File: src/rtl/fir_filter_ctrl_if.sv
// Bundles the controller's configuration, sample, result and core-side signals.
// Ports: cfg_* coefficient load handshake, in_* / out_* sample and result handshakes,
//        core_* strobes and data to/from the FIR core, sample_cnt and busy status.
interface fir_filter_ctrl_if;
  logic        cfg_start;
  logic        cfg_coeff_valid;
  logic [7:0]  cfg_coeff;
  logic        cfg_coeff_ready;
  logic        cfg_done;
  logic        in_valid;
  logic [31:0] in_data;
  logic        in_ready;
  logic        out_valid;
  logic [31:0] out_data;
  logic        out_ready;
  logic        core_coeffs_shift;
  logic [7:0]  core_coeffs_in;
  logic        core_sample;
  logic [31:0] core_data_in;
  logic [31:0] core_data_out;
  logic [15:0] sample_cnt;
  logic        busy;

  // Environment side: offers coefficients and samples, consumes results, models the core.
  modport master (
    output cfg_start, cfg_coeff_valid, cfg_coeff, in_valid, in_data, out_ready, core_data_out,
    input  cfg_coeff_ready, cfg_done, in_ready, out_valid, out_data,
           core_coeffs_shift, core_coeffs_in, core_sample, core_data_in, sample_cnt, busy
  );

  // Controller side.
  modport slave (
    input  cfg_start, cfg_coeff_valid, cfg_coeff, in_valid, in_data, out_ready, core_data_out,
    output cfg_coeff_ready, cfg_done, in_ready, out_valid, out_data,
           core_coeffs_shift, core_coeffs_in, core_sample, core_data_in, sample_cnt, busy
  );
endinterface

File: src/rtl/fir_filter_ctrl.sv
// Sequences coefficient loading and one-at-a-time sample processing for an attached FIR core.
// Ports: clk, rst (sync, active-high), bus (slave view of fir_filter_ctrl_if).
// A result is captured OUT_LAT cycles after its core_sample strobe and held until out_ready.
module fir_filter_ctrl #(
  parameter int LENGTH  = 20,
  parameter int OUT_LAT = 2
) (
  input logic            clk,
  input logic            rst,
  fir_filter_ctrl_if.slave bus
);

  localparam int TW = $clog2(LENGTH + 1);

  typedef enum logic [2:0] {IDLE, LOAD, RUN, WAIT, OUT} state_t;

  state_t        state;
  logic [TW-1:0] tap_cnt;
  logic [3:0]    lat_cnt;
  logic [15:0]   sample_cnt;
  logic [31:0]   out_data;
  logic          coeff_ready;
  logic          in_ready;
  logic          out_valid;
  logic          cfg_done;
  logic          busy;

  logic coeff_hs;
  logic sample_hs;

  // Readies are only ever high in LOAD / RUN, so the strobes are confined to those states
  // and can never coincide.
  assign coeff_hs  = bus.cfg_coeff_valid && coeff_ready;
  assign sample_hs = bus.in_valid && in_ready;

  assign bus.core_coeffs_shift = coeff_hs;
  assign bus.core_coeffs_in    = coeff_hs ? bus.cfg_coeff : 8'd0;
  assign bus.core_sample       = sample_hs;
  assign bus.core_data_in      = sample_hs ? bus.in_data : 32'd0;

  assign bus.cfg_coeff_ready = coeff_ready;
  assign bus.in_ready        = in_ready;
  assign bus.out_valid       = out_valid;
  assign bus.out_data        = out_data;
  assign bus.cfg_done        = cfg_done;
  assign bus.busy            = busy;
  assign bus.sample_cnt      = sample_cnt;

  always_ff @(posedge clk) begin
    if (rst) begin
      state       <= IDLE;
      tap_cnt     <= '0;
      lat_cnt     <= '0;
      sample_cnt  <= '0;
      out_data    <= '0;
      coeff_ready <= 1'b0;
      in_ready    <= 1'b0;
      out_valid   <= 1'b0;
      cfg_done    <= 1'b0;
      busy        <= 1'b1;
    end else begin
      cfg_done <= 1'b0;
      case (state)
        IDLE: begin
          if (bus.cfg_start) begin
            state       <= LOAD;
            tap_cnt     <= '0;
            sample_cnt  <= '0;
            coeff_ready <= 1'b1;
          end
        end
        LOAD: begin
          if (coeff_hs) begin
            tap_cnt <= tap_cnt + 1'b1;
            if (tap_cnt == TW'(LENGTH - 1)) begin
              state       <= RUN;
              coeff_ready <= 1'b0;
              in_ready    <= 1'b1;
              busy        <= 1'b0;
              cfg_done    <= 1'b1;
            end
          end
        end
        RUN: begin
          // A sample in the same cycle as cfg_start takes priority; the reload request is lost.
          if (sample_hs) begin
            state    <= WAIT;
            lat_cnt  <= 4'(OUT_LAT);
            in_ready <= 1'b0;
            busy     <= 1'b1;
            if (sample_cnt != 16'hFFFF) sample_cnt <= sample_cnt + 16'd1;
          end else if (bus.cfg_start) begin
            state       <= LOAD;
            tap_cnt     <= '0;
            sample_cnt  <= '0;
            in_ready    <= 1'b0;
            coeff_ready <= 1'b1;
            busy        <= 1'b1;
          end
        end
        WAIT: begin
          // The cycle that would take the counter to zero is OUT_LAT cycles after the strobe.
          if (lat_cnt <= 4'd1) begin
            lat_cnt   <= '0;
            out_data  <= bus.core_data_out;
            out_valid <= 1'b1;
            state     <= OUT;
          end else begin
            lat_cnt <= lat_cnt - 4'd1;
          end
        end
        OUT: begin
          if (bus.out_ready) begin
            out_valid <= 1'b0;
            in_ready  <= 1'b1;
            busy      <= 1'b0;
            state     <= RUN;
          end
        end
        default: begin
          state       <= IDLE;
          coeff_ready <= 1'b0;
          in_ready    <= 1'b0;
          out_valid   <= 1'b0;
          busy        <= 1'b1;
        end
      endcase
    end
  end

endmodule

File: src/flat_wrapper.sv
// flat-port wrapper written by rule: the top's interface ports become plain ports
module fir_filter_ctrl_flat 
#(
  parameter int LENGTH  = 20,
  parameter int OUT_LAT = 2
)
  (clk, rst, bus_cfg_start, bus_cfg_coeff_valid, bus_cfg_coeff, bus_in_valid, bus_in_data, bus_out_ready, bus_core_data_out, bus_cfg_coeff_ready, bus_cfg_done, bus_in_ready, bus_out_valid, bus_out_data, bus_core_coeffs_shift, bus_core_coeffs_in, bus_core_sample, bus_core_data_in, bus_sample_cnt, bus_busy);
  fir_filter_ctrl_if bus_i ();
  input logic clk;
  input logic rst;
  input wire logic [$bits(bus_i.cfg_start)-1:0] bus_cfg_start;
  input wire logic [$bits(bus_i.cfg_coeff_valid)-1:0] bus_cfg_coeff_valid;
  input wire logic [$bits(bus_i.cfg_coeff)-1:0] bus_cfg_coeff;
  input wire logic [$bits(bus_i.in_valid)-1:0] bus_in_valid;
  input wire logic [$bits(bus_i.in_data)-1:0] bus_in_data;
  input wire logic [$bits(bus_i.out_ready)-1:0] bus_out_ready;
  input wire logic [$bits(bus_i.core_data_out)-1:0] bus_core_data_out;
  output wire logic [$bits(bus_i.cfg_coeff_ready)-1:0] bus_cfg_coeff_ready;
  output wire logic [$bits(bus_i.cfg_done)-1:0] bus_cfg_done;
  output wire logic [$bits(bus_i.in_ready)-1:0] bus_in_ready;
  output wire logic [$bits(bus_i.out_valid)-1:0] bus_out_valid;
  output wire logic [$bits(bus_i.out_data)-1:0] bus_out_data;
  output wire logic [$bits(bus_i.core_coeffs_shift)-1:0] bus_core_coeffs_shift;
  output wire logic [$bits(bus_i.core_coeffs_in)-1:0] bus_core_coeffs_in;
  output wire logic [$bits(bus_i.core_sample)-1:0] bus_core_sample;
  output wire logic [$bits(bus_i.core_data_in)-1:0] bus_core_data_in;
  output wire logic [$bits(bus_i.sample_cnt)-1:0] bus_sample_cnt;
  output wire logic [$bits(bus_i.busy)-1:0] bus_busy;
  assign bus_i.cfg_start = bus_cfg_start;
  assign bus_i.cfg_coeff_valid = bus_cfg_coeff_valid;
  assign bus_i.cfg_coeff = bus_cfg_coeff;
  assign bus_i.in_valid = bus_in_valid;
  assign bus_i.in_data = bus_in_data;
  assign bus_i.out_ready = bus_out_ready;
  assign bus_i.core_data_out = bus_core_data_out;
  assign bus_cfg_coeff_ready = bus_i.cfg_coeff_ready;
  assign bus_cfg_done = bus_i.cfg_done;
  assign bus_in_ready = bus_i.in_ready;
  assign bus_out_valid = bus_i.out_valid;
  assign bus_out_data = bus_i.out_data;
  assign bus_core_coeffs_shift = bus_i.core_coeffs_shift;
  assign bus_core_coeffs_in = bus_i.core_coeffs_in;
  assign bus_core_sample = bus_i.core_sample;
  assign bus_core_data_in = bus_i.core_data_in;
  assign bus_sample_cnt = bus_i.sample_cnt;
  assign bus_busy = bus_i.busy;
  fir_filter_ctrl #(.LENGTH(LENGTH), .OUT_LAT(OUT_LAT)) u_core (.clk(clk), .rst(rst), .bus(bus_i));
endmodule
File: config.mk
export PLATFORM = sky130hd
export DESIGN_NAME = fir_filter_ctrl_flat
export DESIGN_NICKNAME = d
export VERILOG_FILES = /design/src/rtl/fir_filter_ctrl_if.sv /design/src/rtl/fir_filter_ctrl.sv /design/src/flat_wrapper.sv
export SDC_FILE = /design/constraint.sdc
export NUM_CORES = 1
export LEC_CHECK = 0
export CELL_PAD_IN_SITES_DETAIL_PLACEMENT = 1
export CELL_PAD_IN_SITES_GLOBAL_PLACEMENT = 1
export CORE_ASPECT_RATIO = 1.1
export CORE_MARGIN = 8
export CORE_UTILIZATION = 30
export CTS_BUF_LIST = sky130_fd_sc_hd__clkbuf_8
export DETAILED_ROUTE_END_ITERATION = 16
export GPL_TIMING_DRIVEN = 1
export PLACE_DENSITY = 0.95
export SLEW_MARGIN = 20
export SYNTH_ARGS = -nofsm -noshare
export SYNTH_HDL_FRONTEND = slang
export SYNTH_SLANG_ARGS = --single-unit
File: constraint.sdc
create_clock -name clk -period 5.1 [get_ports clk]
set_input_delay 0.51 -clock clk [delete_from_list [all_inputs] [get_ports clk]]
set_output_delay 0.51 -clock clk [all_outputs]
set_load 0.02 [all_outputs]
-- After elaboration in Yosys (flattened, before gate mapping)
Cells that the tools add are included.
- muxes and demuxes: 38
- bitwise gates (word level): 5
- equality and inequality tests: 14
- reductions and logical operators: 18
- $add $sub $neg: 3
- order comparisons: 1
- operator list (operator ; count):
    16-bit two-way mux ; 3
    32-bit two-way mux ; 1
    16-bit one-hot mux with 2 select lines ; 1
    3-bit two-way mux ; 6
    16-bit by 1-bit adder with 16-bit output, second input constant ; 1
    16-bit != test, second input constant ; 1
    5-bit two-way mux ; 3
    3-bit one-hot mux with 5 select lines ; 1
    5-bit one-hot mux with 3 select lines ; 1
    1-bit two-way mux ; 14
    1-bit one-hot mux with 4 select lines ; 3
    4-bit two-way mux ; 2
    8-bit two-way mux ; 1
    2-bit by 1-bit != test with 1-bit output, second input constant ; 4
    4-bit one-hot mux with 2 select lines ; 1
    4-bit AND reduction ; 2
    3-bit by 2-bit equality test with 1-bit output, second input constant ; 2
    2-bit AND reduction ; 3
    3-bit AND reduction ; 2
    3-bit OR reduction ; 2
    5-bit by 1-bit adder with 5-bit output, second input constant ; 1
    5-bit equality test, second input constant ; 1
    1-bit NOT ; 5
    5-bit AND reduction ; 1
    13 further kinds ; 17
- output and inout port bits: 95
- flip-flop bits (word level): 65

-- Depth between registers and ports, before layout
- depth after elaboration: 4
- depth in mapped cells: 9
- depth with buffers taken out: 7

-- Worst setup path after synthesis
OpenSTA, ideal clock, no wires.
- path kind: register -> register
- from: register u_core.sample_cnt[2], in the netlist u_core.bus.sample_cnt[2]
- to: register u_core.sample_cnt[3], in the netlist u_core.bus.sample_cnt[3]
- buffers on the path: 1
- period minus slack after synthesis: 1972 ps
- required time: 4967 ps
- cell stages (with the launch flop): 7
- data arrival time: 1839 ps
- path slack: 3128 ps
- path through: dfxtp_1 > nand4_4 > or4_1 > buf_2 > o21a_1 > a41oi_1 > nor3_1
- longest elaborated chain between the ends: 4
- ends and longest elaborated chain (what ; line ; text):
    from (decl) ; fir_filter_ctrl.sv:20 ; logic [15:0] sample_cnt;
    from (signal assigned) ; fir_filter_ctrl.sv:91 ; if (sample_cnt != 16'hFFFF) sample_cnt <= sample_cnt + 16'd1;
    16-bit by 1-bit adder with 16-bit output ; fir_filter_ctrl.sv:91 ;
    16-bit two-way mux ; fir_filter_ctrl.sv:91 ;
    16-bit two-way mux ; fir_filter_ctrl.sv:86 ; if (sample_hs) begin
    16-bit one-hot mux with 2 select lines ; fir_filter_ctrl.sv:63 ; case (state)
Parallel ways exist; a longest one is shown, timed or not. The select of a mux whose other input is x is not followed.
A chain may end at the register's enable or synchronous reset.

-- Worst setup path in the final report
- from: input bus_in_valid
- to: output bus_core_data_in[10]
- longest elaborated chain between the ends: 2
- ends and longest elaborated chain (what ; line ; text):
    from (decl) ; flat_wrapper.sv:14 ; input wire logic [$bits(bus_i.in_valid)-1:0] bus_in_valid;
    1-bit logical AND ; fir_filter_ctrl.sv:34 ; assign sample_hs = bus.in_valid && in_ready;
    32-bit two-way mux ; fir_filter_ctrl.sv:39 ; assign bus.core_data_in = sample_hs ? bus.in_data : 32'd0;
    to (decl) ; flat_wrapper.sv:26 ; output wire logic [$bits(bus_i.core_data_in)-1:0] bus_core_data_in;
Every way passes these cells.

==> flow_summary.ini <==
[critical_path]
cp_data_arrival_time_ns = 2.58
r2r-end = u_core.bus.sample_cnt[8]
path_class = in -> out
r2r_start = u_core.bus.in_ready
cp_max_fo = 35
cp_data_required_time_ns = 4.59
r2r_cells = 5
cp-end-kind = output pin
crit_path_start_kind = input pin
r2r_setup_slack_ns = 2.47

[floorplanning]
start_util_pct = 30.8
core_mm2 = 0.0103
ioPinCount = 173
die_w_um = 114
dieArea_mm2 = 0.0142
die_h_um = 124
fp-row-count = 39

[sta]
min_period_ns = 3.09
skew_ns = 0.0136
rsz0062_at_grt = false
setup_violations = 0
slew_headroom_pct = 37.7
tightest_slew_ns = 0.932
max_freq_mhz = 324
timing.final.hold_violations = 0
min_period_over_period_pct = 60.6
drv_slew = 0
whs_ns = 0.453
tns_ns = 0
worst_slack_ns = 2.01

[placement]
place_area_mm2 = 0.00499
placed_cells = 699
port_buffers = 172
place_congestion = 0.782
dpl.hpwl_um = 9890
dp_slack_ns = 1.86

[logic_synthesis]
syn_inst = 409
syn_nets = 491
synth_top_cell_by_area = dfxtp_1
netlist_area_mm2 = 0.00318
synthFlopType = dfxtp_1
yosysWarnings = 0
ys_ff_latch = 65
ys_async_sr_fraction_pct = 0
synth_top_cell_area_share_pct = 40.9
synth_area_per_cell_um2 = 7.79
ys_seq_area_share_pct = 40.9
synth_cell_type_count = 55
synth_edf_count = 0
synth.area.top_cells = dfxtp_1 (41%), nand2_1 (10%), and3_1 (8.6%), a21oi_1 (8.3%), clkbuf_1 (2.7%)

[global_route]
track_usage_pct = 18.6
antenna_found_initial = 0
grt_pass1_vias = 4164
grt.overflow.total = 0
grt_pass1_wl_um = 21100
grt_max_degree = 58

[min_path]
min_to = u_core.bus.out_data[11]
holdPathStages = 2
min_from = u_core.bus.out_data[11]
holdCritPathClass = reg -> reg

[cells_and_area]
n_antenna_cell = 0
final_util_pct = 50.2
fin_area_mm2 = 0.00520
fill_cells = 1264
areaGrowthSynthToFinish_pct = 63.2
drive_gt1_share_pct = 6.12
fin_nets = 649
regArea_mm2 = 0.00130
final_cell_mix = clkdlybuf4s50_1 (171), nand2_1 (85), dfxtp_1 (65)
final_common_cell = clkdlybuf4s50_1
multi_input_area_mm2 = 0.00174
instances_no_fill = 715

[clock_tree]
h-tree-depth = 3
clock_sinks = 65
postCtsResizedCells = 0
cts_hold_buf = 0
cts-root-buf = clkbuf_8
cts_tree = yes
insertion_delay_ns = 0.35
cts_buffers = 9
clk_pin_slew_ns = 0.07
cts_post_setup_buffers_inserted = 0
max-clock-path-buffers = 2

[pwr]
cellPowerDensity_mw_per_mm2 = 221
vdd_drop_max_mv = 0.124
power_leakage_nw = 1.93
p_total_mw = 1.15

[drt]
top_layer = met4
drc_errors = 0
dr_wl_met2_um = 6750
wl_um = 13000
wl_per_cell_um = 18.2
viasPerCell = 5.17
ant_nets = 0
wirelength_met1_um = 4720
routed-wl-met3_um = 1250
drt_iter0_markers = 111
first_pass_iters = 4
num_vias = 3694

[run]
maxCapViolations = 0

[run_status]
status = finished, final reports clean
[worst max-delay path, stage by stage]
cell and delay, ns:
clkdlybuf4s50_1 1.08, and3_1 0.35, clkdlybuf4s50_1 0.63
[flip-flops by register name, indices dropped and copies added, names as in the netlist]
signal and flops:
u_core.tap_cnt 5, u_core.bus.sample_cnt 16, u_core.bus.cfg_done 1, u_core.state 3, u_core.bus.cfg_coeff_ready 1, u_core.bus.out_data 32, u_core.bus.out_valid 1, u_core.bus.busy 1
u_core.bus.in_ready 1, u_core.lat_cnt 4
[cell usage after synthesis (2+ instances only)]
master and count:
nor4_1 2, o21ai_0 16, and4_1 2, a311oi_1 2, ha_1 4, o31ai_1 2
inv_1 10, nor4b_1 3, nand3_1 6, nor2_1 19, dfxtp_1 65, buf_2 3
or4_1 3, nand4_1 3, o21a_1 2, clkbuf_1 23, a31oi_1 8, a21oi_1 53
a211oi_1 3, nand2_1 86, nand3_2 2, xnor2_1 3, nor3_1 10, and2_1 2
and3_1 44, a41oi_1 4
[cells by family (layout without fill, tap and decap cells)]
kind of cell             Yosys count  count (layout)  synth area share (%)
XOR/XNOR                           3               3                 0.825
AO/OA/AOI/OAI                    102             102                  19.7
adder cells (fa/ha/maj)            4               4                  1.57
multiplexers                       2               2                 0.668
flip-flops                        65              65                  40.9
AND/OR/NAND/NOR                  196             196                  31.9
buffers and inverters             37             200                  4.48
[worst max-delay path by stage]
| stage | slack (ns) | endpoint | from | cells past startpoint |
|---|---|---|---|---|
| 4_1_cts | 2.02 | bus_core_data_in[10] | bus_in_valid | 3 |
| 6_report | 2.01 | bus_core_data_in[10] | bus_in_valid | 3 |
| 5_1_grt | 1.86 | bus_core_sample | bus_in_valid | 4 |
| 3_3_place_gp | 2.03 | u_core.bus.sample_cnt[8] | bus_in_valid | 6 |
| 2_1_floorplan | 3.13 | u_core.bus.sample_cnt[3] | u_core.bus.sample_cnt[2] | 6 |
| 3_5_place_dp | 1.86 | u_core.bus.sample_cnt[8] | bus_in_valid | 6 |
[routing by layer]
metal  GRT usage (%)  up-vias
met5               0        -
li1                -     1775
met4            7.58        0
met2            34.0      136
met1            18.2     1762
met3            8.05       21
[power by group]
part	internal, mW	switching (mW)	leakage (nW)
clock	0.251	0.208	0.107
combinational	0.0873	0.0749	1.30
sequential	0.517	0.0134	0.525
total	0.855	0.296	1.93
[final cells by class]
cell class,instances,share of cell area [%]
clock buffers,11,2.91
multi-input cells,307,33.6
flip-flops and latches,65,25.0
well taps,143,3.44
clock inverters,5,1.06
inverters,11,0.795
repair buffers,173,33.2
Power figures use the tool's default switching activity.
